[config.mk]
export PLATFORM = sky130hd
export DESIGN_NAME = i2s_tx
export DESIGN_NICKNAME = d
export VERILOG_FILES = /design/src/rtl/i2s_pkg.sv /design/src/rtl/i2s_clk_div.sv /design/src/rtl/i2s_tx.sv
export SDC_FILE = /design/constraint.sdc
export NUM_CORES = 1
export LEC_CHECK = 0
export ABC_CLOCK_PERIOD_IN_PS = 3900
export BUFFER_PORTS_ARGS = -buffer_cell sky130_fd_sc_hd__buf_4
export CAP_MARGIN = 20
export CORE_UTILIZATION = 35
export DETAILED_ROUTE_END_ITERATION = 12
export SYNTH_ARGS = -nofsm -noshare
export SYNTH_HDL_FRONTEND = slang
export SYNTH_SLANG_ARGS = --single-unit
[constraint.sdc]
create_clock -name clk -period 3.9 [get_ports clk]
set_clock_uncertainty 0.2 [all_clocks]
set_input_delay 0.39 -clock clk [delete_from_list [all_inputs] [get_ports clk]]
set_output_delay 0.39 -clock clk [all_outputs]
set_load 0.02 [all_outputs]
[src/rtl/i2s_pkg.sv]
// Shared defaults and sample types for the I2S transmitter.
package i2s_pkg;

  localparam int I2S_DATA_W   = 24;
  localparam int I2S_SLOT_W   = 32;
  localparam int I2S_MCLK_DIV = 8;

  typedef logic [I2S_DATA_W-1:0] sample_t;

  typedef struct packed {
    sample_t left;
    sample_t right;
  } stereo_t;

endpackage

[src/rtl/i2s_clk_div.sv]
// Bit-clock / word-select generator: divides mclk into sclk and tracks the bit position in the frame.
module i2s_clk_div #(
  parameter int SLOT_W   = 32,
  parameter int MCLK_DIV = 8
) (
  input  logic                          clk,
  input  logic                          rst_n,
  output logic                          sclk,
  output logic                          lrck,
  output logic                          fall,
  output logic                          frame_start,
  output logic [$clog2(2*SLOT_W)-1:0]   k,
  output logic                          right
);

  localparam int DW = (MCLK_DIV > 2) ? $clog2(MCLK_DIV) : 1;
  localparam int BW = $clog2(2*SLOT_W);
  localparam logic [DW-1:0] DIV_LAST = DW'(MCLK_DIV-1);
  localparam logic [DW-1:0] DIV_HALF = DW'(MCLK_DIV/2);
  localparam logic [BW-1:0] BIT_LAST = BW'(2*SLOT_W-1);
  localparam logic [BW-1:0] SLOT     = BW'(SLOT_W);

  logic [DW-1:0] div_cnt, div_next;
  logic [BW-1:0] bit_cnt, bit_next;

  assign fall        = (div_cnt == DIV_LAST);
  assign frame_start = fall && (bit_cnt == BIT_LAST);

  always_comb begin
    div_next = fall ? '0 : div_cnt + DW'(1);
    bit_next = bit_cnt;
    if (fall) begin
      bit_next = (bit_cnt == BIT_LAST) ? '0 : bit_cnt + BW'(1);
    end
  end

  // k and right describe the bit that starts on the upcoming falling edge
  assign right = (bit_next >= SLOT);
  assign k     = right ? bit_next - SLOT : bit_next;

  always_ff @(posedge clk or negedge rst_n) begin
    if (!rst_n) begin
      div_cnt <= '0;
      bit_cnt <= BIT_LAST;
      sclk    <= 1'b0;
      lrck    <= 1'b1;
    end else begin
      div_cnt <= div_next;
      bit_cnt <= bit_next;
      sclk    <= (div_next >= DIV_HALF);
      lrck    <= (bit_next >= SLOT);
    end
  end

endmodule

[src/rtl/i2s_tx.sv]
// I2S transmitter: one-deep sample-pair buffer feeding left/right shift registers, MSB-first with one-bit delay.
module i2s_tx
  import i2s_pkg::*;
#(
  parameter int DATA_W   = I2S_DATA_W,
  parameter int SLOT_W   = I2S_SLOT_W,
  parameter int MCLK_DIV = I2S_MCLK_DIV
) (
  input  logic              clk,
  input  logic              rst_n,
  input  logic              s_valid,
  output logic              s_ready,
  input  logic [DATA_W-1:0] s_left,
  input  logic [DATA_W-1:0] s_right,
  output logic              sclk,
  output logic              lrck,
  output logic              sdata,
  output logic              underrun
);

  localparam int BW = $clog2(2*SLOT_W);
  localparam logic [BW-1:0] K_LAST = BW'(DATA_W);

  logic              fall, frame_start, right;
  logic [BW-1:0]     k;
  logic              pend_valid;
  logic [DATA_W-1:0] pend_l, pend_r, sh_l, sh_r;
  logic              accept, in_data;

  i2s_clk_div #(.SLOT_W(SLOT_W), .MCLK_DIV(MCLK_DIV)) u_clk_div (
    .clk         (clk),
    .rst_n       (rst_n),
    .sclk        (sclk),
    .lrck        (lrck),
    .fall        (fall),
    .frame_start (frame_start),
    .k           (k),
    .right       (right)
  );

  assign s_ready = !pend_valid;
  assign accept  = s_valid && s_ready;
  assign in_data = (k != '0) && (k <= K_LAST);

  always_ff @(posedge clk or negedge rst_n) begin
    if (!rst_n) begin
      pend_valid <= 1'b0;
      pend_l     <= '0;
      pend_r     <= '0;
      sh_l       <= '0;
      sh_r       <= '0;
      sdata      <= 1'b0;
      underrun   <= 1'b0;
    end else begin
      underrun <= frame_start && !pend_valid;
      // An accept on the frame-start edge lands in pend, never straight in the shifters
      if (frame_start) begin
        pend_valid <= accept;
      end else if (accept) begin
        pend_valid <= 1'b1;
      end
      if (accept) begin
        pend_l <= s_left;
        pend_r <= s_right;
      end
      if (frame_start) begin
        sh_l  <= pend_valid ? pend_l : '0;
        sh_r  <= pend_valid ? pend_r : '0;
        sdata <= 1'b0;
      end else if (fall) begin
        if (in_data) begin
          sdata <= right ? sh_r[DATA_W-1] : sh_l[DATA_W-1];
          if (right) begin
            sh_r <= sh_r << 1;
          end else begin
            sh_l <= sh_l << 1;
          end
        end else begin
          sdata <= 1'b0;
        end
      end
    end
  end

endmodule

==> flow_summary.json, run 1 <==
{
  "grt_usage_pct": 14.17,
  "grt_pass1_wl_um": 16390,
  "ys_warn_count": 0,
  "synth.top_cell.area_share_pct": 50.97,
  "path_cells": "ha_1 > ha_1 > or4_4 > o31ai_4 > or3_4 > o2111ai_4 > mux2_1",
  "cp_max_fo": 24,
  "ioPinCount": 56,
  "synth_top_area_cell": "dfrtp_1",
  "drc": 0,
  "routed_wl_um": 9519,
  "synth_edf_count": 0,
  "r2r-end": "sh_r[4]",
  "fp.dieH_um": 121.6,
  "num-nets-final": 517,
  "clk_pin_slew_ns": 0.07,
  "setup_tns_ns": 0,
  "worst_slew_pin_slew_ns": 0.9815,
  "ys_seq_area_share_pct": 54.65,
  "fin_util_pct": 41.88,
  "grt_max_degree": 54,
  "ys_seq_elements": 109,
  "critPathSlowestCell": "or4_4",
  "drt-pass1-iter-count": 4,
  "ff2ff_path_depth": 7,
  "vias_per_cell": 4.889,
  "path_common_cell": "ha_1",
  "layout.area.seq_um2": 2738,
  "synth.cell_area_um2": 5007,
  "grt-ovfl-total": 0,
  "hold_end": "pend_r[1]",
  "cp.arrival_ns": 3.12,
  "cp-end-kind": "flop",
  "initial_core_util_pct": 35.93,
  "ys_types": 32,
  "synthFlopType": "dfrtp_1",
  "min_from": "s_right[1]",
  "wl_per_cell_um": 14.71,
  "layout-drive-gt1-share_pct": 34.90,
  "max_freq_mhz": 323.1,
  "area_delta_synth_final_pct": 16.54,
  "die-area_um2": 14790,
  "first_global_vias": 3354,
  "min_path_type": "in -> reg",
  "core_area_um2": 13930,
  "cts_inserted_buffers": 9,
  "setup_viol": 0,
  "antenna_found_initial": 0,
  "clk_latency_ns": 0.34,
  "rrSetupSlack_ns": 0.81,
  "critPathKind": "reg -> reg",
  "instances_no_fill": 647,
  "ant_nets": 0,
  "ys_async_sr_fraction_pct": 100.0,
  "rsz0062_at_grt": "false",
  "worstPathRequired_ns": 3.92,
  "status": "completed",
  "n_fill_cell": 1305,
  "relSlewSlack_pct": 34.57,
  "peakVddDrop_mv": 0.2640,
  "netlist_top_cells_area": "dfrtp_1, mux2_2, nand2_1",
  "rr_startpoint": "u_clk_div.div_cnt[0]",
  "p_leak_nw": 2.895,
  "syn_nets": 474,
  "syn_avg_cell_area_um2": 11.95,
  "place_congestion": 0.7263,
  "post-place-cells": 630,
  "crit_path_start_kind": "flop",
  "cts_root_buf": "clkbuf_16",
  "cts_resized": 0,
  "port_buffers": 55,
  "antenna_cells": 0,
  "fin_crit_ns": 3.095,
  "die_x_um": 121.6,
  "dp_hpwl_um": 5999,
  "vias": 3163,
  "h-tree-depth": 3,
  "final_cell_mix": "dfrtp_1, nand2_1, buf_4",
  "synth_cells": 419,
  "p_per_area_nw_per_um2": 381.0,
  "numClockSinks": 109,
  "finalHoldViolCount": 0,
  "num_rows": 43,
  "final_common_cell": "dfrtp_1",
  "min_delay_path_depth": 2,
  "drt_iter0_markers": 93,
  "finalCritPeriodShare_pct": 79.36,
  "ctsLongestPathBuffers": 2,
  "slowest_delay_ns": 0.59,
  "max_cap_violations": 0,
  "final_max_slew_viol_count": 0,
  "cts_tree": "done",
  "multi_input_area_um2": 2108
}
==> critical path: cells and delay by family, from the launching register on <==
| kind | cells | cell delay (ns) |
|---|---|---|
| adder cells (fa/ha/maj) | 2 | 0.53 |
| flip-flops | 1 | 0.39 |
| AO/OA/AOI/OAI | 2 | 0.55 |
| AND/OR/NAND/NOR | 2 | 0.79 |
| multiplexers | 1 | 0.50 |
==> flip-flops by register name (all words and copies together), names as in the netlist <==
signal / flops
u_clk_div.bit_cnt: 6
u_clk_div.div_cnt: 3
underrun: 1
sdata: 1
pend_valid: 1
pend_l: 24
u_clk_div.lrck: 1
sh_r: 24
sh_l: 24
pend_r: 24
==> area by class of cell <==
cell class	instances	area share [%]
Clock inverter	4	0.8362
Timing Repair Buffer	62	8.019
Clock buffer	12	4.052
Multi-Input combinational cell	277	36.13
Tap cell	180	3.859
Inverter	3	0.1930
Sequential cell	109	46.91
==> power breakdown <==
part	internal, W	switching, W
clock	0.000498	0.000389
combinational	0.0000745	0.0000416
sequential	0.00119	0.0000319
==> worst max path at each step <==
| stage | startpoint | endpoint | slack [ns] | cells after the start |
|---|---|---|---|---|
| 2_1_floorplan | u_clk_div.div_cnt[0] | sh_l[10] | 1.12 | 10 |
| 3_3_place_gp | u_clk_div.div_cnt[0] | sh_r[16] | 0.91 | 7 |
| 3_5_place_dp | u_clk_div.div_cnt[0] | sh_r[15] | 0.81 | 7 |
| 4_1_cts | u_clk_div.div_cnt[0] | sh_r[4] | 0.79 | 7 |
| 5_1_grt | u_clk_div.div_cnt[0] | sh_r[4] | 0.66 | 7 |
| 6_report | u_clk_div.div_cnt[0] | sh_r[4] | 0.81 | 7 |
==> per-layer routing <==
layer,vias to the layer above,track usage [%],share of wire (%)
li1,1513,-,-
met1,1595,17.86,46
met2,47,24.11,50
met3,8,3.464,3.2
met4,0,3.935,0.93
met5,-,0,0
==> synthesized netlist by cell type, types with 4 or more instances <==
library cell  count
buf_1             6
buf_2             4
clkbuf_1         16
dfrtp_1         102
dfstp_2           7
ha_1              4
mux2_1           24
mux2_2           53
mux2_4           20
nand2_1          94
nand3_1          49
nor2_1            5
==> cells by family (layout without fill, tap and decap cells) <==
| family | after synthesis | after routing | synth area share, % |
|---|---|---|---|
| XOR/XNOR | 6 | 6 | 1.050 |
| flip-flops | 109 | 109 | 54.65 |
| AO/OA/AOI/OAI | 8 | 8 | 1.699 |
| adder cells (fa/ha/maj) | 4 | 4 | 0.9995 |
| AND/OR/NAND/NOR | 161 | 161 | 14.57 |
| multiplexers | 98 | 98 | 23.51 |
| buffers and inverters | 33 | 81 | 3.523 |
==> repair_timing <==
action                                 CTS  global route
hold buffers                             1             0
endpoints found under the hold margin   25             0
setup buffers                            0             0
==> through the flow <==
step | worst slack (ns) | hold slack (ns) | cell area, um2 | power (W)
finish | 0.8051 | 0.07305 | 5836 | 0.002224
global route | 0.6634 | 0.05973 | 5836 | 0.002318
CTS | 0.7876 | 0.06417 | 5836 | 0.002257
detailed placement | 0.8059 | 0.1198 | 5540 | 0.001362
global placement | 0.9065 | 0.1203 | 5540 | 0.001355
floorplan | 1.118 | -0.1056 | 5007 | 0.001280
Power figures use the tool's default switching activity.
==> run 2: changes to the inputs <==
- ABC_AREA: not set -> 1
- ABC_CLOCK_PERIOD_IN_PS: 3900 -> 3110
- clock period: 3.9 -> 3.11 ns (I/O delays scaled with it)
==> run 2 against run 1 <==
Net effect:
- non-clock buffer count increased by 51
- routed wire length grew 7.2%
- clock-buffer cell count down 1
- via count is 23% higher
- power up 23%
- utilization grew 3.8 points
- register-to-register slack got worse by 0.45 ns
- combinational power up 8%
- critical endpoint is now sh_r[20]
- largest power group unchanged
==> flow_summary.json, run 2 <==
{
  "final_common_cell": "nand2_1",
  "drt_iter0_markers": 216,
  "num_rows": 43,
  "vias": 3899,
  "cts_tree": "done",
  "relSlewSlack_pct": 56.10,
  "setup_tns_ns": 0,
  "synthFlopType": "dfrtp_1",
  "area_delta_synth_final_pct": 26.50,
  "ant_nets": 0,
  "layout-drive-gt1-share_pct": 22.45,
  "p_int_w": 0.002200,
  "finalHoldViolCount": 0,
  "pwr-share-clk_pct": 43.7,
  "comb_power_share_pct": 4.6,
  "fin_crit_ns": 2.750,
  "max_cap_violations": 0,
  "synth_top_family_by_area": "simple AND/OR/NAND/NOR gates",
  "cp_max_fo": 24,
  "die-area_um2": 14860,
  "synth-xor-area-share_pct": 0.1740,
  "h-tree-depth": 3,
  "synth-simple-area-share_pct": 23.27,
  "grt-ovfl-total": 0,
  "syn_nets": 608,
  "sequentialPowerShare_pct": 51.7,
  "synth_top_area_cell": "dfrtp_1",
  "switching_power_w": 0.0005402,
  "multi_input_area_um2": 2043,
  "ys_types": 25,
  "path_cells": "ha_1 > ha_1 > nand2_1 > nor2_1 > nand2_2 > nand2_1 > nand3_1 > o21ai_1 > nand3_2 > nand2_2 > nand2_1 > nand2_1",
  "grt_pass1_wl_um": 17770,
  "fp.dieH_um": 121.9,
  "synth_compound_area_share_pct": 5.445,
  "post-place-cells": 763,
  "ctsLongestPathBuffers": 2,
  "p_per_area_nw_per_um2": 430.5,
  "synth_mux_area_share_pct": 10.52,
  "rsz0062_at_grt": "false",
  "synthTopCellsByCount": "nand2_1, dfrtp_1, nand3_1, mux2_2, o21ai_0",
  "final_max_slew_viol_count": 0,
  "min_path_type": "in -> reg",
  "vias_per_cell": 4.720,
  "instances_no_fill": 826,
  "crit_path_start_kind": "flop",
  "cts_root_buf": "clkbuf_16",
  "grt_max_degree": 72,
  "critPathSlowestCell": "nand2_2",
  "synth-adder-area-share_pct": 0.9945,
  "num-nets-final": 697,
  "switching_share_pct": 19.71,
  "synth_cells": 553,
  "antenna_found_initial": 0,
  "routed_wl_um": 10200,
  "clk_latency_ns": 0.35,
  "synth.top_cell.area_share_pct": 50.72,
  "cts_inserted_buffers": 9,
  "numClockSinks": 109,
  "total_power_w": 0.002740,
  "synth_edf_count": 0,
  "core_area_um2": 13930,
  "fin_util_pct": 45.69,
  "post_cts_buffers": 0,
  "dp_hpwl_um": 6554,
  "finalCritPeriodShare_pct": 88.43,
  "synth_most_common_cell": "nand2_1",
  "port_buffers": 55,
  "syn_avg_cell_area_um2": 9.100,
  "critPathKind": "reg -> reg",
  "setup_viol": 0,
  "place_congestion": 0.7589,
  "first_global_vias": 3850,
  "drc": 0,
  "path_common_cell": "nand2_1",
  "drt-pass1-iter-count": 5,
  "layout.area.seq_um2": 2738,
  "slowest_delay_ns": 0.43,
  "worstPathRequired_ns": 3.19,
  "wl_per_cell_um": 12.35,
  "placed_cell_area_um2": 5573,
  "ys_warn_count": 0,
  "p_leak_nw": 3.195,
  "ys_seq_elements": 109,
  "status": "completed",
  "n_fill_cell": 1316,
  "worst_slew_pin_slew_ns": 0.6562,
  "ys_seq_area_share_pct": 54.38,
  "cp.arrival_ns": 2.84,
  "ys_async_sr_fraction_pct": 100.0,
  "initial_core_util_pct": 36.11,
  "die_x_um": 121.9,
  "cp-end-kind": "flop",
  "grt_usage_pct": 15.12,
  "design_area_um2": 6366,
  "ioPinCount": 56,
  "cp_top_family": "simple AND/OR/NAND/NOR gates",
  "netlist_top_cells_area": "dfrtp_1, nand2_1, mux2_2",
  "max_freq_mhz": 363.6,
  "synth.cell_area_um2": 5032,
  "clk_pin_slew_ns": 0.07,
  "crit_buf_inv": 0,
  "peakVddDrop_mv": 0.2350,
  "final_cell_mix": "nand2_1, dfrtp_1, buf_4",
  "antenna_cells": 0
}
run 2: cell count changes after synthesis, sizes merged, moves of 5 or more:
cell and delta:
nor2 +5, o21ai +49, buf +11, inv +16, mux2 -50, nand3 +6
nand2 +124, clkbuf -6
run 2: path summary, 6_finish.rpt:
path | slack [ns] | start | depth (start not counted) | endpoint
max | 0.36 | u_clk_div.div_cnt[0] | 12 | sh_r[20]
min | 0.007 | s_right[20] | 2 | pend_r[20]
min reg2reg | 0.24 | u_clk_div.div_cnt[0] | 1 | u_clk_div.div_cnt[0]
max reg2reg | 0.36 | u_clk_div.div_cnt[0] | 12 | sh_r[20]
max in group asynchronous | 1.61 | rst_n | 3 | u_clk_div.bit_cnt[3]
min in group asynchronous | 0.32 | rst_n | 2 | pend_l[11]
run 2: worst register-to-register path: stages (launching register included):
cell     delay, ns
dfrtp_1       0.36
ha_1          0.18
ha_1          0.39
nand2_1       0.10
nor2_1        0.14
nand2_2       0.14
nand2_1       0.12
nand3_1       0.08
o21ai_1       0.13
nand3_2       0.22
nand2_2       0.44
nand2_1       0.12
nand2_1       0.09
run 2: cell type report:
| type | instances | share of cell area, % |
|---|---|---|
| clock buffer | 11 | 3.656 |
| clock inverter | 4 | 1.179 |
| inverter | 19 | 1.120 |
| multi-input combinational | 390 | 32.10 |
| sequential | 109 | 43.00 |
| tap | 180 | 3.538 |
| timing repair buffer | 113 | 15.41 |
run 2: timing repair:
action | CTS | global route
hold endpoints to repair | 92 | 0
hold buffers | 48 | 0
gates resized for setup | 0 | 1
endpoints found under the setup margin | 0 | 2
run 2: cells by family after synthesis:
logic type	count (synthesis)
AOI/OAI and AO/OA	52
xor gates and xnor gates	1
adders and majority gates	4
buffers and inverters	54
DFF	109
muxes	47
and+or+nand+nor	286
run 2: per-layer routing:
layer / vias up / global-route usage (%) / share of wire, %
met1: 1854 / 20.32 / 47
met4: 0 / 6.019 / 1.7
met3: 11 / 2.294 / 4.0
met2: 72 / 24.40 / 47
met5: - / 0 / 0
li1: 1962 / - / -
run 2: power by group through the flow:
stage	Combinational (W)	Clock [W]	Sequential, W
4_1_cts	0.000129	0.00124	0.00142
3_3_place_gp	0.0000797	0	0.00144
6_report	0.000125	0.00120	0.00142
2_1_floorplan	0.000000672	0	0.00144
5_1_grt	0.000139	0.00129	0.00142
3_5_place_dp	0.0000808	0	0.00144
run 2: stage by stage:
stage,setup WS [ns],hold WS [ns]
after global routing,0.07869,0.01007
after detailed placement,0.3101,0.1749
after floorplan,0.9014,-0.1846
final,0.3598,0.007204
after global placement,0.4352,0.1713
after CTS,0.2888,0.002056
